$ cat src/rtl/odd_seq_step_enc.sv
// Thermometer-to-count encoder: number of ones in a legal counter word.
module odd_seq_step_enc #(
    parameter int unsigned WIDTH  = 8,
    parameter int unsigned STEP_W = $clog2(WIDTH + 1)
) (
    input  logic [WIDTH-1:0]  therm_i,
    output logic [STEP_W-1:0] step_c
);
    always_comb begin
        step_c = '0;
        for (int i = 0; i < int'(WIDTH); i++) begin
            step_c = step_c + STEP_W'(therm_i[i]);
        end
    end
endmodule

$ cat config.mk
export PLATFORM = sky130hd
export DESIGN_NAME = odd_seq_step_enc
export DESIGN_NICKNAME = d
export VERILOG_FILES = /design/src/rtl/odd_seq_step_enc.sv
export SDC_FILE = /design/constraint.sdc
export NUM_CORES = 1
export LEC_CHECK = 0
export CAP_MARGIN = 10
export CORE_AREA = 10 10 47 49
export DETAILED_ROUTE_END_ITERATION = 8
export DIE_AREA = 0 0 57 59
export REMOVE_ABC_BUFFERS = 1
export SKIP_LAST_GASP = 1
export SLEW_MARGIN = 20
export SYNTH_ARGS = -nofsm -noshare
export SYNTH_HDL_FRONTEND = slang
export SYNTH_SLANG_ARGS = --single-unit
export TNS_END_PERCENT = 5
$ cat constraint.sdc
create_clock -name vclk -period 11.8
set_clock_uncertainty 0.15 [all_clocks]
set_input_delay 2.36 -clock vclk [all_inputs]
set_output_delay 2.36 -clock vclk [all_outputs]
set_load 0.03 [all_outputs]
==> metrics.txt, run 1 <==
DRC Markers=0; commonest non-fill, non-tap cell in the layout=inv_1; critical path type=in -> out; combinational power share=100.0%; post-route cell area=~330 um^2; Rows=14; CTS hold repair buffers=0; 1st-iter DRT viols=3; setup TNS=0 ns; CP arrival=about 5.8 ns; register area=0 um^2; maxcap violations=0; Final #Nets=53; grt peak-use layer=met2; RSZ-0062 raised after global routing=false; post-DP HPWL=464.8 um; post-layout min period=a little over 8 ns; post-synthesis sequential area ratio=0%; synthesized area=190.2 um^2; Clk pwr share=0%; pwr/cell area=116.5 nW/um^2; largest net degree at the start of global routing=3; CP startpoint kind=primary input; Routed wire per std cell=9.096 um; switching share of power=54.65%; chip height=59 um; Total Routing Usage GR=under 10%; met3 usage=0.4292%; DR vias/cell=3.365; clock buf count=0; Worst VDD drop=0.03466 mV; Ports=12; layout sequential cell count=0; Max-slew headroom=78.44%; input/output buffers=12; pin slew with the least headroom to its limit=0.3224 ns; Placed Area=between 300 and 400 um^2; CTS resizes=0; Synth Instances=24; Max Fclk=0.1207 GHz; syn avg cell area=7.924 um^2; worst-path maximum fanout=2; vias in the first global route=190; Initial Util=13.57%; fin crit share=70.20%; vias post-DR=175; M1 GR Usage=3.114%; synth unique cells=6; first-pass GRT wire length=848 um; Final Hold Vio Count=0; die footprint=3363 um^2; status=complete, no violations; leak pwr=0.1755 nW; Overflow after GRT=0; # setup viols final=0; Setup Fix Bufs, Post-CTS=0; post-route ant nets=0; leading cell types in the layout, fill and taps excluded=14 x inv_1, 12 x clkdlybuf4s50_1, 4 x fa_1; Net Sw Power=about 21 uW; die width=57 um; HP Class=in -> out; total wire length=473 um; share of layout cells above drive strength 1=0%; Synth Warn #=0; Crit. End Element=output port; DRT Pass-1 Iters=2; Core Area=approximately 1400 um^2; Layout area overhead=73.68%; internal power=roughly 17 uW; initial antenna violation count=0; met2 Usage GRT=between 6 and 7%; GPL Wtd Cong=between 0.6 and 0.7; sequential share of power=0%; final slew viol count=0; antenna cell count=0; Crit path required time=9.29 ns
## synth_stat cells, drive strengths merged
library cell,count,area (um^2)
a21oi,1,5.000
fa,4,80.08
ha,3,37.54
inv,14,52.55
nor2b,1,6.260
xnor2,1,8.760
## cell families after synthesis
kind of cell	count (synthesis)	share of synthesized area, %
xor+xnor	1	4.606
buf+inv	14	27.63
simple gates	1	3.292
compound gates	1	2.629
fa+ha+maj	7	61.85
## final cells by class
type,instances,area [um^2]
inverter,14,52.55
timing repair buffer,12,120.1
fill,165,1071
multi-input combinational,10,137.6
tap,16,20.02
## power by group through the flow
stage / registers, mW / clock network [mW] / logic, mW
finish: 0 / 0 / 0.0385
global route: 0 / 0 / 0.0431
CTS: 0 / 0 / 0.0396
detailed placement: 0 / 0 / 0.0394
global placement: 0 / 0 / 0.0389
floorplan: 0 / 0 / 0.0241
## critical path, stage by stage
cell	delay (ns)
clkdlybuf4s50_1	0.45
inv_1	0.05
fa_1	0.54
fa_1	0.43
fa_1	0.45
inv_1	0.07
ha_1	0.16
inv_1	0.05
fa_1	0.37
xnor2_1	0.14
clkdlybuf4s50_1	0.69
## metal layers
layer | share of wire (%) | wire [um]
met3 | 5.9 | 28
met1 | 41 | 195
met2 | 52 | 248
met4 | 0 | 0
met5 | 0 | 0
## worst paths after layout
path,start,to,slack [ns],cells past startpoint
hold / removal,therm_i[2],step_c[0],5.83,3
setup / recovery,therm_i[0],step_c[2],3.52,11
## through the flow
stage | cells | setup slack (ns) | hold slack (ns) | utilization (%) | total power [mW]
global placement | 52 | 3.506 | 5.844 | 23.57 | 0.03893
detailed placement | 52 | 3.502 | 5.843 | 23.57 | 0.03942
floorplan | 24 | 4.353 | 4.840 | - | 0.02410
CTS | 52 | 3.482 | 5.845 | 23.57 | 0.03965
finish | 52 | 3.516 | 5.832 | 23.57 | 0.03847
global route | 52 | 3.351 | 5.858 | 23.57 | 0.04315
Note: power is estimated with default switching activity, not from simulation.
==> run 2, diff against run 1 <==
Clock period 11.8 ns to 8 ns, I/O delays scaled along.
==> metrics.txt, run 2 (synthesis results as in run 1) <==
final slew viol count=0 (unchanged); Layout area overhead=73.68% (unchanged); initial antenna violation count=0 (unchanged); Setup Fix Bufs, Post-CTS=0 (unchanged); die width=57 um (unchanged); Overflow after GRT=0 (unchanged); Max Fclk=roughly 0.15 GHz; Total Routing Usage GR=2.559% (-0.39 points); vias post-DR=173 (-1.1%); post-layout min period=6.736 ns; largest net degree at the start of global routing=3 (unchanged); pwr/cell area=168.7 nW/um^2 (+45%); register area=0 um^2 (unchanged); commonest non-fill, non-tap cell in the layout=inv_1; die footprint=3363 um^2 (unchanged); post-route ant nets=0 (unchanged); Fillers=165 (unchanged); fin crit share=84.20%; clock buf count=0 (unchanged); Max-slew headroom=79.06% (+0.62 points); leak pwr=0.1755 nW (unchanged); RSZ-0062 raised after global routing=false; 1st-iter DRT viols=0 (-3); non-filler cells, final=52 (unchanged); Core Area=1401 um^2 (unchanged); minimum hold slack=4.299 ns (-1.532 ns); CTS resizes=0 (unchanged); worst-path maximum fanout=2 (unchanged); Final #Nets=53 (unchanged); Worst VDD drop=0.03638 mV (+5.0%); setup TNS=0 ns (unchanged); hold_sp=therm_i[2]; first-pass GRT wire length=765 um (-9.8%); critical path type=in -> out; area of the multi-input gates=137.6 um^2 (unchanged); pin slew with the least headroom to its limit=0.3131 ns (-0.009333 ns); chip height=59 um (unchanged); DRC Markers=0 (unchanged); leading cell types in the layout, fill and taps excluded=14 x inv_1, 12 x clkdlybuf4s50_1, 4 x fa_1; HP Class=in -> out; total wire length=415 um (-12%); CP arrival=4.99 ns (-0.78 ns); post-DP HPWL=408 um (-12%); Hold Path Stages=3 (unchanged); antenna cell count=0 (unchanged); Crit path required time=6.25 ns (-3.04 ns); Crit. End Element=output port; Final Hold Vio Count=0 (unchanged); CTS hold repair buffers=0 (unchanged); Ports=12 (unchanged); CP Launch Point=therm_i[0]; GPL Wtd Cong=0.6600 (-2.1%); share of layout cells above drive strength 1=0% (unchanged); Placed Area=330.3 um^2 (unchanged); status=complete, no violations; DRT Pass-1 Iters=1 (-1); maxcap violations=0 (unchanged); # setup viols final=0 (unchanged); DR vias/cell=3.327 (-1.1%); vias in the first global route=171 (-10%); CP startpoint kind=primary input; Routed wire per std cell=7.981 um (-12%); Rows=14 (unchanged); post-route cell area=330.3 um^2 (unchanged); Initial Util=13.57% (unchanged); Core Util, Final=23.57% (unchanged); layout sequential cell count=0 (unchanged); input/output buffers=12 (unchanged); Post-Place Cells=52 (unchanged)
## run 2: cell counts in the layout (fill, tap and decap cells not counted)
Identical to the previous run, type by type.
## run 2: path summary, 6_finish.rpt
| kind | endpoint |
|---|---|
| worst max-delay path | step_c[2] |
| worst min-delay path | step_c[0] |
## run 2: worst max-delay path, cell delays in order
cell and delay, ns:
clkdlybuf4s50_1 0.45, inv_1 0.05, fa_1 0.54, fa_1 0.42, fa_1 0.43, inv_1 0.07
ha_1 0.16, inv_1 0.05, fa_1 0.37, xnor2_1 0.15, clkdlybuf4s50_1 0.69
## run 2: metal layers
layer,track usage (%),vias to the layer above,part of all wire [%]
met5,0,-,0
met4,0,0,0
met3,0.6438,0,11
met2,4.651,7,48
met1,3.118,80,40
li1,-,86,-
## run 2: cell type report
| type | instances | area share [%] |
|---|---|---|
| Inverter | 14 | 15.91 |
| Multi-Input combinational cell | 10 | 41.67 |
| Tap cell | 16 | 6.061 |
| Timing Repair Buffer | 12 | 36.36 |
## run 2: stage by stage
| step | power (mW) | setup slack, ns |
|---|---|---|
| after floorplan | 0.03554 | 2.073 |
| after CTS | 0.05724 | 1.224 |
| final | 0.05571 | 1.264 |
| after global routing | 0.06245 | 1.098 |
| after detailed placement | 0.05709 | 1.240 |
| after global placement | 0.05651 | 1.217 |
## run 2: where the power goes
| group | switching [mW] | internal, mW |
|---|---|---|
| combinational | 0.0302 | 0.0255 |
| sequential | 0 | 0 |
| clock | 0 | 0 |
| total | 0.0302 | 0.0255 |
==> run 3, diff against run 2 <==
Clock period 8 ns to 5.6 ns, I/O delays scaled along.
==> metrics.txt, run 3 (synthesis results as in run 1) <==
register area=0 um^2 (unchanged); fin crit share=96.34%; DRT Pass-1 Iters=1 (unchanged); DRC Markers=0 (unchanged); commonest non-fill, non-tap cell in the layout=inv_1; Buf+Inv Stages, Crit Path=4 (-1); Setup Fix Bufs, Post-CTS=0 (unchanged); CP arrival=4.13 ns (-0.86 ns); cell repeated most along the worst path=fa_1; die width=57 um (unchanged); Worst path depth=10 (-1); CP startpoint kind=primary input; initial antenna violation count=0 (unchanged); family with the most delay on the worst path=adder cells; pin slew with the least headroom to its limit=0.3155 ns (+0.002484 ns); grt peak-use layer=met2; Hold Path Stages=6 (+3); leak pwr=0.1774 nW (+1.1%); share of layout cells above drive strength 1=5.556% (+5.6 points); Fillers=160 (-3.0%); post-route ant nets=0 (unchanged); setup TNS=0 ns (unchanged); DR vias/cell=3.250 (-2.3%); Ports=12 (unchanged); Core Area=1401 um^2 (unchanged); # setup viols final=0 (unchanged); met3 usage=0.6438% (unchanged); vias in the first global route=167 (-2.3%); Tot Pwr=76.76 uW (+38%); vias post-DR=169 (-2.3%); RSZ-0062 raised after global routing=false; CTS hold repair buffers=0 (unchanged); Total Routing Usage GR=2.386% (-0.17 points); layout sequential cell count=0 (unchanged); HP Class=in -> out; CTS resizes=0 (unchanged); post-layout min period=5.395 ns; hold worst-path end=step_c[1]; Max-slew headroom=78.90% (-0.17 points); CP max stage cell=clkdlybuf4s50_1; Initial Util=13.57% (unchanged); die footprint=3363 um^2 (unchanged); antenna cell count=0 (unchanged); Max Fclk=0.1854 GHz; M1 GR Usage=2.761% (-0.36 points); leading cell types in the layout, fill and taps excluded=14 x inv_1, 10 x clkdlybuf4s50_1, 4 x fa_1; CP Cell Sequence=clkdlybuf4s50_1 -> inv_1 -> fa_1 -> fa_1 -> fa_1 -> inv_1 -> ha_1 -> a21oi_1 -> nor2b_1 -> clkdlybuf4s50_1; largest net degree at the start of global routing=3 (unchanged); Overflow after GRT=0 (unchanged); Rows=14 (unchanged); input/output buffers=12 (unchanged); total wire length=397 um (-4.3%); Layout area overhead=71.05%; maxcap violations=0 (unchanged); met2 Usage GRT=4.496% (-0.16 points); critical path type=in -> out; Worst VDD drop=0.05570 mV (+53%); final slew viol count=0 (unchanged); Crit path required time=4.33 ns (-1.92 ns); hold_sp=therm_i[2]; Routed wire per std cell=7.635 um (-4.3%); 1st-iter DRT viols=0 (unchanged); Final #Nets=53 (unchanged); clock buf count=0 (unchanged); Final Hold Vio Count=0 (unchanged); first-pass GRT wire length=717 um (-6.3%); chip height=59 um (unchanged); minimum hold slack=3.107 ns (-1.192 ns); GPL Wtd Cong=0.6378 (-3.4%); Crit. End Element=output port; post-DP HPWL=396.4 um (-2.8%); pwr/cell area=235.9 nW/um^2 (+40%); worst-path maximum fanout=2 (unchanged); status=complete, no violations; CP peak stage delay=0.68 ns (about the same)
## run 3: changes by cell type in the layout (fill, tap and decap cells not counted), sizes merged
cell / previous run / this run
clkdlybuf4s50: 12 / 10
buf: 0 / 2
## run 3: metal layers
metal,vias up,wire (um)
li1,86,-
met1,76,152
met2,7,195
met3,0,49
met4,0,0
met5,-,0
## run 3: worst max-delay path by stage
stage	endpoint	start
2_1_floorplan	step_c[2]	therm_i[0]
3_3_place_gp	step_c[3]	therm_i[0]
3_5_place_dp	step_c[3]	therm_i[0]
4_1_cts	step_c[3]	therm_i[0]
5_1_grt	step_c[3]	therm_i[0]
6_report	step_c[3]	therm_i[0]
## run 3: layout make-up
type | count | area (um^2) | share of cell area [%]
well taps | 16 | 20.02 | 6.154
repair buffers | 12 | 115.1 | 35.38
inverters | 14 | 52.55 | 16.15
multi-input cells | 10 | 137.6 | 42.31
## run 3: stage by stage
step | setup slack, ns | instance area, um^2 | instances | util (%)
6_report | 0.2050 | 325.3 | 52 | 23.21
5_1_grt | 0.03008 | 325.3 | 52 | 23.21
4_1_cts | 0.1555 | 325.3 | 52 | 23.21
3_5_place_dp | 0.1684 | 325.3 | 52 | 23.21
3_3_place_gp | 0.1842 | 325.3 | 52 | 23.21
2_1_floorplan | 0.6333 | 190.2 | 24 | -
## run 3: power breakdown
part           switching (mW)  internal [mW]  total (mW)
combinational          0.0433         0.0335      0.0768
sequential                  0              0           0
clock                       0              0           0
total                  0.0433         0.0335      0.0768
